==> src/rtl/led_code_blinker.sv <==
// led_code_blinker: blinks a 4-bit status code on all LEDs, then holds a dark gap
// and either replays the code or returns to idle; on-phases are PWM dimmed.
module led_code_blinker #(
    parameter int unsigned CLK_FREQ = 50_000_000,
    parameter int unsigned ON_MS    = 200,
    parameter int unsigned OFF_MS   = 200,
    parameter int unsigned GAP_MS   = 1000,
    parameter int unsigned LED_W    = 4,
    parameter int unsigned PWM_BITS = 4
) (
    input  logic                clk,
    input  logic                rstn,
    input  logic                code_valid,
    output logic                code_ready,
    input  logic [3:0]          code,
    input  logic                repeat_en,
    input  logic [PWM_BITS-1:0] brightness,
    output logic                busy,
    output logic [LED_W-1:0]    led
);
    localparam logic [31:0] ON_CYC  = 32'(CLK_FREQ / 1000 * ON_MS);
    localparam logic [31:0] OFF_CYC = 32'(CLK_FREQ / 1000 * OFF_MS);
    localparam logic [31:0] GAP_CYC = 32'(CLK_FREQ / 1000 * GAP_MS);

    typedef enum logic [1:0] {IDLE, ON, OFF, GAP} state_t;

    state_t              state_q, state_d;
    logic [31:0]         cnt_q, cnt_d;
    logic [3:0]          code_q, code_d;
    logic [3:0]          blinks_q, blinks_d;
    logic [PWM_BITS-1:0] pwm_q;
    logic [LED_W-1:0]    led_q, led_d;
    logic                hs;
    logic                last;
    logic                pwm_on;

    assign code_ready = state_q == IDLE || state_q == GAP;
    assign busy       = state_q != IDLE;
    assign led        = led_q;
    assign hs         = code_valid && code_ready;
    assign pwm_on     = (&brightness) || (pwm_q < brightness);

    always_comb
        last = cnt_q == (state_q == ON ? ON_CYC : state_q == OFF ? OFF_CYC : GAP_CYC) - 32'd1;

    always_comb begin
        state_d  = state_q;
        cnt_d    = cnt_q + 32'd1;
        code_d   = code_q;
        blinks_d = blinks_q;
        case (state_q)
            IDLE: cnt_d = '0;
            ON: if (last) begin
                cnt_d   = '0;
                state_d = blinks_q < code_q ? OFF : GAP;
            end
            OFF: if (last) begin
                cnt_d    = '0;
                state_d  = ON;
                blinks_d = blinks_q + 4'd1;
            end
            GAP: if (last) begin
                cnt_d    = '0;
                blinks_d = 4'd1;
                state_d  = !repeat_en ? IDLE : code_q == 4'd0 ? GAP : ON;
            end
            default: state_d = IDLE;
        endcase
        // a new code wins over gap expiry on the same cycle
        if (hs) begin
            code_d   = code;
            cnt_d    = '0;
            blinks_d = 4'd1;
            state_d  = code == 4'd0 ? GAP : ON;
        end
        led_d = state_d == ON ? {LED_W{pwm_on}} : '0;
    end

    always_ff @(posedge clk or negedge rstn) begin
        if (!rstn) begin
            state_q  <= IDLE;
            cnt_q    <= '0;
            code_q   <= '0;
            blinks_q <= '0;
            pwm_q    <= '0;
            led_q    <= '0;
        end else begin
            state_q  <= state_d;
            cnt_q    <= cnt_d;
            code_q   <= code_d;
            blinks_q <= blinks_d;
            pwm_q    <= pwm_q + 1'b1;
            led_q    <= led_d;
        end
    end
endmodule

==> config.mk <==
export PLATFORM = sky130hd
export DESIGN_NAME = led_code_blinker
export DESIGN_NICKNAME = d
export VERILOG_FILES = /design/src/rtl/led_code_blinker.sv
export SDC_FILE = /design/constraint.sdc
export NUM_CORES = 1
export LEC_CHECK = 0
export ABC_AREA = 0
export CORE_UTILIZATION = 45
export DETAILED_ROUTE_END_ITERATION = 16
export PLACE_DENSITY = 0.72
export REMOVE_ABC_BUFFERS = 1
export SLEW_MARGIN = 20
export SYNTH_ARGS = -nofsm -noshare
export SYNTH_HDL_FRONTEND = slang
export SYNTH_SLANG_ARGS = --single-unit
==> constraint.sdc <==
create_clock -name clk -period 6.2 [get_ports clk]
set_input_delay 1.24 -clock clk [delete_from_list [all_inputs] [get_ports clk]]
set_output_delay 1.24 -clock clk [all_outputs]
set_load 0.02 [all_outputs]
==> impl_metrics.py, run 1 <==
metrics = {
    "run_status": {
        "run_status": "completed",
    },
    "pwr": {
        "power_leakage_nw": 1.26,
        "combinational_share_of_power": 0.344,
        "power_switching_share": 0.364,
        "power_density_mw_per_mm2": 291,
        "power.share.clock": 0.206,
        "seq_power_share": 0.450,
        "switchingPower_uw": 305,
        "post_route_total_power_uw": 839,
        "worst_ir_drop_vdd_mv": 0.124,
        "p_int_uw": 533,
    },
    "layout": {
        "stdcell_area_mm2": 0.00288,
        "design.final.nets": 319,
        "number_of_cells_in_the_finished_layout_apart_from_fillers": 364,
        "final_core_util": 0.521,
        "final_layout_size_suffix_gt1_frac": 0.0342,
        "area_growth_pct": 10.8,
        "final_common_cell": "sky130_fd_sc_hd__dfrtp_1",
        "antennaDiodeCount": 0,
        "final_cell_mix": "sky130_fd_sc_hd__dfrtp_1, sky130_fd_sc_hd__nor2_1, sky130_fd_sc_hd__nand2_1",
    },
    "synthesis": {
        "syn_avg_cell_area_um2": 9.33,
        "synth_top_family_by_area": "simple AND/OR/NAND/NOR gates",
        "async_set_or_reset_flop_fraction_in_the_synthesized_netlist": 1.00,
        "synthesis.area_mm2": 0.00260,
        "post_synth_and_or_nand_nor_area_fraction": 0.267,
        "post_synth_inst_count": 279,
        "yosys.area_share.adder": 0.0673,
        "area_fraction_in_compound_gates_after_synthesis": 0.0711,
        "yosys_warnings": 0,
        "synthFlopType": "sky130_fd_sc_hd__dfrtp_1",
        "ys_ff_latch": 47,
        "synth_enable_flop_cells": 0,
        "synth_xor_area_frac": 0.0942,
        "muxShareOfSynthArea": 0.00817,
        "ys_seq_area_frac": 0.452,
        "ys_types": 40,
    },
    "critical_path": {
        "timing.critical_path.fanout_max": 30,
        "worst-r2r-setup-slack_ns": 3.02,
        "startpoint_type": "register",
        "critical_path_class": "reg2reg",
        "reg2reg_depth": 7,
        "crit_path_end_kind": "register",
        "timing.critical_path.required_ns": 6.34,
        "timing.rr.start": "state_q[0]$_DFF_PN0_",
        "critPathArrivalTime_ns": 3.32,
        "rr_endpoint": "cnt_q[18]$_DFF_PN0_",
    },
    "sta": {
        "setup_repair_after_global_routing_missed_its_margin": "no",
        "worst_pin_slew_ns": 0.986,
        "post-route-period-util": 0.514,
        "finalSetupViolations": 0,
        "post-route-min-period_ns": 3.18,
        "timing_max_transition_violations_final": 0,
        "timing.setup.tns_ns": 0,
        "max-slew-margin-rel": 0.341,
        "maxClockFrequency_ghz": 0.314,
        "final-hold-violation-count": 0,
        "timing.clock.skew_ns": 0.00922,
    },
    "floorplanning": {
        "floorplan.rows": 27,
        "ioPinCount": 18,
        "die_area_mm2": 0.00609,
        "die_h_um": 78.1,
        "area_inside_the_core_boundary_mm2": 0.00554,
        "die_w_um": 78.1,
        "starting_density": 0.470,
    },
    "placed_design": {
        "place.detailed.instances": 358,
        "placedInstanceArea_mm2": 0.00281,
        "gp_routability_congestion": 0.754,
        "portBuffers": 17,
        "post-dp-hpwl_um": 3590,
    },
    "cts": {
        "postCtsSetupRepairBufs": 0,
        "clock-sinks": 47,
        "clk-insertion-delay-late_ns": 0.30,
        "cts_hold_buf": 0,
        "clk_path_buf_depth": 2,
        "tritoncts.num_buffers": 5,
        "cts_root_buffer": "sky130_fd_sc_hd__clkbuf_8",
        "cts_tree": "done",
        "ctsHtreeMaxLevel": 2,
        "cts.reportedPaths.clkPinSlew_ns": 0.08,
        "postCtsResizedCells": 0,
    },
    "route": {
        "wl_per_cell_um": 14.4,
        "num_vias": 1992,
        "met1Wirelength_um": 2550,
        "vias_per_cell": 5.47,
        "detail_route.first_pass.iterations": 4,
        "iter_0_drt_violations": 138,
        "drc": 0,
        "wl_met2_um": 2470,
        "routed-wl-met3_um": 142,
        "dr.max_layer_used": "met4",
        "aggregate_routed_wire_length_um": 5240,
        "ant_nets": 0,
    },
    "grt": {
        "grt_pass1_wl_um": 9250,
        "grt_antenna_before_repair": 0,
        "groute.usage.overall": 0.190,
        "grt_start_max_net_pins": 48,
        "overflow": 0,
        "first_global_vias": 1992,
    },
    "hold_path": {
        "launch_instance_of_the_worst_min_delay_path": "pwm_q[0]$_DFF_PN0_",
        "worstHoldEndpoint": "pwm_q[0]$_DFF_PN0_",
        "min_path_type": "reg2reg",
        "worst_hold_path.num_cells": 1,
    },
    "run": {
        "cap_viol_max_count": 0,
    },
}
==> stage by stage <==
stage / hold WS (ns) / setup WS (ns)
4_1_cts: 0.480 / 3.02
3_3_place_gp: 0.462 / 3.03
5_1_grt: 0.508 / 2.77
3_5_place_dp: 0.469 / 2.95
2_1_floorplan: 0.435 / 3.41
6_report: 0.473 / 3.02
==> final cells by class <==
cell class | count | area (µm²)
tap | 72 | 90.1
sequential | 47 | 1180
fill | 517 | 2660
timing repair buffer | 18 | 175
multi-input combinational | 208 | 1320
clock buffer | 6 | 72.6
inverter | 13 | 48.8
==> critical path: stages, from the launching register on <==
cell                       delay (ns)
sky130_fd_sc_hd__dfrtp_1         0.40
sky130_fd_sc_hd__inv_1           0.10
sky130_fd_sc_hd__ha_1            0.36
sky130_fd_sc_hd__nand4b_1        0.19
sky130_fd_sc_hd__o32a_1          0.30
sky130_fd_sc_hd__or4_1           0.72
sky130_fd_sc_hd__nand2_1         0.81
sky130_fd_sc_hd__nor2_1          0.14
==> power groups by stage <==
| stage | Combinational [mW] | Sequential (mW) | Clock, mW |
|---|---|---|---|
| 5_1_grt | 0.325 | 0.384 | 0.190 |
| 3_3_place_gp | 0.281 | 0.382 | 0 |
| 6_report | 0.289 | 0.377 | 0.172 |
| 2_1_floorplan | 0.164 | 0.392 | 0 |
| 3_5_place_dp | 0.287 | 0.383 | 0 |
| 4_1_cts | 0.289 | 0.377 | 0.177 |
==> per-layer routing <==
metal  global-route usage  up-vias
li1                     -      993
met1                0.258      962
met2                0.308       31
met3               0.0291        6
met4               0.0685        0
met5                    0        -
==> registers in the layout, summed over array words and instances, names as in the netlist <==
| name | cells |
|---|---|
| led | 1 |
| pwm_q | 4 |
| state_q | 2 |
| code_q | 4 |
| cnt_q | 32 |
| blinks_q | 4 |
==> synth_stat cells, types with 6 or more instances <==
cell type / number / area, µm²
sky130_fd_sc_hd__nand2_1: 29 / 109
sky130_fd_sc_hd__a21oi_1: 6 / 30.0
sky130_fd_sc_hd__inv_1: 13 / 48.8
sky130_fd_sc_hd__nand3_1: 12 / 60.1
sky130_fd_sc_hd__xor2_1: 22 / 193
sky130_fd_sc_hd__nand4_1: 9 / 56.3
sky130_fd_sc_hd__dfrtp_1: 47 / 1180
sky130_fd_sc_hd__or3_1: 7 / 43.8
sky130_fd_sc_hd__xnor2_1: 6 / 52.6
sky130_fd_sc_hd__nor4_1: 6 / 37.5
sky130_fd_sc_hd__o21ai_0: 13 / 65.1
sky130_fd_sc_hd__ha_1: 14 / 175
sky130_fd_sc_hd__nor2_1: 32 / 120
sky130_fd_sc_hd__and3_1: 7 / 43.8
sky130_fd_sc_hd__nor3_1: 6 / 30.0
==> worst max-delay path by stage <==
stage                              start             endpoint  slack (ns)  depth (start not counted)
finish              state_q[0]$_DFF_PN0_  cnt_q[18]$_DFF_PN0_        3.02                          7
global placement              code_valid   cnt_q[3]$_DFF_PN0_        3.03                          6
detailed placement            code_valid  cnt_q[14]$_DFF_PN0_        2.95                          6
global route        state_q[0]$_DFF_PN0_  cnt_q[14]$_DFF_PN0_        2.77                          7
floorplan                     code_valid  cnt_q[10]$_DFF_PN0_        3.41                          4
CTS                 state_q[0]$_DFF_PN0_  cnt_q[14]$_DFF_PN0_        3.02                          7
==> cells by family after synthesis <==
kind of cell	count (synthesis)
AOI/OAI and AO/OA	31
xor gates and xnor gates	28
adders and majority gates	14
buffers and inverters	24
DFF	47
muxes	2
and+or+nand+nor	133
No activity file was read; power rests on OpenSTA's default activity.
==> run 2, diff against run 1 <==
==> constraint.sdc (replaced) <==
create_clock -name clk -period 3 [get_ports clk]
set_input_delay 0.6 -clock clk [delete_from_list [all_inputs] [get_ports clk]]
set_output_delay 0.6 -clock clk [all_outputs]
set_load 0.02 [all_outputs]
==> run 2 against run 1 <==
  * Flip-flop and latch count is the same
  * Sequential power increased by 110%
  * Die area did not move
  * Global-route usage down 0.43 points
  * Critical endpoint is now led[2]$_DFF_PN0_
  * Largest cell class unchanged
  * Largest power group unchanged
==> impl_metrics.py, run 2 (synthesis gave the netlist of run 1 again) <==
metrics = {
    "layout": {
        "design.final.nets": 321,
        "final_cell_mix": "sky130_fd_sc_hd__dfrtp_1, sky130_fd_sc_hd__nor2_1, sky130_fd_sc_hd__nand2_1",
        "number_of_flip_flops_in_the_largest_register": 32,
        "regMostFlops": "cnt_q",
        "final_layout_size_suffix_gt1_frac": 0.0473,
        "area_growth_pct": 12.9,
        "area.sequential_mm2": 0.00118,
        "stdcell_area_mm2": 0.00294,
        "final_common_cell": "sky130_fd_sc_hd__dfrtp_1",
        "fillerInstances": 511,
        "area_used_by_multi_input_combinational_logic_mm2": 0.00132,
        "antennaDiodeCount": 0,
    },
    "sta": {
        "timing.setup.tns_ns": 0,
        "worst_pin_slew_ns": 0.609,
        "setup_repair_after_global_routing_missed_its_margin": "no",
        "finalWorstSetupSlack_ns": 0.310,
        "final-hold-violation-count": 0,
        "maxClockFrequency_ghz": 0.372,
        "final.hold.worst_slack_ns": 0.300,
        "max-slew-margin-rel": 0.594,
        "post-route-period-util": 0.897,
        "finalSetupViolations": 0,
        "timing.clock.skew_ns": 0.00723,
        "timing_max_transition_violations_final": 0,
        "post-route-min-period_ns": 2.69,
    },
    "cts": {
        "cts.reportedPaths.clkPinSlew_ns": 0.08,
        "clk-insertion-delay-late_ns": 0.30,
        "cts_root_buffer": "sky130_fd_sc_hd__clkbuf_8",
        "cts_tree": "done",
        "tritoncts.num_buffers": 5,
        "postCtsResizedCells": 0,
        "clock-sinks": 47,
        "cts_hold_buf": 0,
        "postCtsSetupRepairBufs": 0,
        "clk_path_buf_depth": 2,
        "ctsHtreeMaxLevel": 2,
    },
    "route": {
        "aggregate_routed_wire_length_um": 5080,
        "detail_route.first_pass.iterations": 4,
        "vias_per_cell": 5.39,
        "wl_per_cell_um": 13.8,
        "drc": 0,
        "iter_0_drt_violations": 121,
        "num_vias": 1982,
        "ant_nets": 0,
    },
    "floorplanning": {
        "die_w_um": 78.1,
        "die_h_um": 78.1,
        "ioPinCount": 18,
        "starting_density": 0.470,
        "floorplan.rows": 27,
        "die_area_mm2": 0.00609,
        "area_inside_the_core_boundary_mm2": 0.00554,
    },
    "placed_design": {
        "placement.setup.worst_slack_ns": 0.368,
        "gp_routability_congestion": 0.820,
        "placedInstanceArea_mm2": 0.00284,
        "post-dp-hpwl_um": 3580,
        "portBuffers": 17,
    },
    "critical_path": {
        "crit_path_top_delay_cell": "sky130_fd_sc_hd__or4_1",
        "timing.critical_path.required_ns": 3.21,
        "rr_endpoint": "led[2]$_DFF_PN0_",
        "cp.buffers_inverters": 2,
        "worstPathCellList": "inv_1 > ha_1 > nand4b_1 > o32a_1 > or4_1 > buf_4 > o22ai_1 > a21oi_2 > nor3b_1",
        "cp_top_family": "simple AND/OR/NAND/NOR gates",
        "critPathMaxStageDelay_ns": 0.59,
        "reg2reg_depth": 9,
        "crit_path_end_kind": "register",
        "timing.rr.start": "state_q[0]$_DFF_PN0_",
        "critical_path_class": "reg2reg",
        "startpoint_type": "register",
        "worst-r2r-setup-slack_ns": 0.31,
        "critPathArrivalTime_ns": 2.90,
        "timing.critical_path.fanout_max": 6,
    },
    "pwr": {
        "worst_ir_drop_vdd_mv": 0.280,
        "post_route_total_power_mw": 1.83,
        "p_int_mw": 1.19,
        "power_switching_share": 0.350,
        "power.share.clock": 0.228,
        "power_density_mw_per_mm2": 621,
        "seq_power_share": 0.428,
        "combinational_share_of_power": 0.344,
        "switchingPower_uw": 638,
        "power_leakage_nw": 1.29,
    },
    "grt": {
        "grt_antenna_before_repair": 0,
        "overflow": 0,
        "grt_start_max_net_pins": 48,
        "grt_pass1_wl_um": 8990,
        "first_global_vias": 1896,
        "groute.usage.overall": 0.186,
    },
    "run": {
        "cap_viol_max_count": 0,
    },
    "run_status": {
        "run_status": "completed",
    },
    "hold_path": {
        "min_path_type": "in2async",
    },
}
==> run 2: cell count changes in the layout (fill, tap and decap cells not counted) <==
cell                       previous run  this run
sky130_fd_sc_hd__clkbuf_8             5         7
sky130_fd_sc_hd__buf_4                2         3
sky130_fd_sc_hd__buf_12               0         1
==> run 2: how the worst max path moves through the flow <==
stage	cells past startpoint	slack, ns	endpoint	startpoint
5_1_grt	9	0.16	led[2]$_DFF_PN0_	state_q[0]$_DFF_PN0_
6_report	9	0.31	led[2]$_DFF_PN0_	state_q[0]$_DFF_PN0_
4_1_cts	9	0.29	led[2]$_DFF_PN0_	state_q[0]$_DFF_PN0_
3_3_place_gp	8	0.42	led[2]$_DFF_PN0_	state_q[0]$_DFF_PN0_
3_5_place_dp	8	0.37	led[2]$_DFF_PN0_	state_q[0]$_DFF_PN0_
2_1_floorplan	7	0.33	cnt_q[10]$_DFF_PN0_	state_q[0]$_DFF_PN0_
==> run 2: area by class of cell <==
type,count,share of cell area
flip-flops and latches,47,0.400
clock buffers,8,0.0341
inverters,13,0.0166
repair buffers,20,0.0690
well taps,72,0.0307
multi-input cells,208,0.450
==> run 2: power groups by stage <==
stage	Clock (mW)	Sequential, mW	Combinational [mW]
finish	0.416	0.782	0.628
global route	0.449	0.796	0.697
CTS	0.424	0.781	0.634
detailed placement	0	0.792	0.628
global placement	0	0.790	0.623
floorplan	0	0.809	0.339
==> run 2: worst reg2reg max path, cell delays in order (launching register included) <==
cell and delay [ns]:
sky130_fd_sc_hd__dfrtp_1 0.41, sky130_fd_sc_hd__inv_1 0.10, sky130_fd_sc_hd__ha_1 0.36, sky130_fd_sc_hd__nand4b_1 0.19, sky130_fd_sc_hd__o32a_1 0.32, sky130_fd_sc_hd__or4_1 0.59
sky130_fd_sc_hd__buf_4 0.19, sky130_fd_sc_hd__o22ai_1 0.18, sky130_fd_sc_hd__a21oi_2 0.06, sky130_fd_sc_hd__nor3b_1 0.19
==> run 2: per-stage QoR <==
step | std cells | util
2_1_floorplan | 268 | -
3_5_place_dp | 360 | 0.512
4_1_cts | 368 | 0.530
3_3_place_gp | 360 | 0.512
6_report | 368 | 0.530
5_1_grt | 368 | 0.530
==> run 2: per-layer routing <==
layer | GRT usage | up-vias | wire length [µm]
li1 | - | 1003 | -
met1 | 0.265 | 931 | 2530
met2 | 0.282 | 40 | 2270
met3 | 0.0314 | 8 | 172
met4 | 0.0685 | 0 | 104
met5 | 0 | - | 0
==> run 3, diff against run 2 <==
--- a/config.mk
+++ b/config.mk
@@ -10,6 +10,7 @@
 export DETAILED_ROUTE_END_ITERATION = 16
 export PLACE_DENSITY = 0.72
 export REMOVE_ABC_BUFFERS = 1
+export SKIP_CTS_REPAIR_TIMING = 1
 export SLEW_MARGIN = 20
 export SYNTH_ARGS = -nofsm -noshare
 export SYNTH_HDL_FRONTEND = slang
==> constraint.sdc (replaced) <==
create_clock -name clk -period 3 [get_ports clk]
set_input_delay 0.3 -clock clk [delete_from_list [all_inputs] [get_ports clk]]
set_output_delay 0.3 -clock clk [all_outputs]
set_load 0.02 [all_outputs]
==> results of run 3 <==
The final DEF is identical to that of run 2. Status: finished with violations: negative hold slack.
Among the figures that moved: hold slack 0.300 ns -> -0.000466 ns; number of hold violations in the final report 0 -> 1
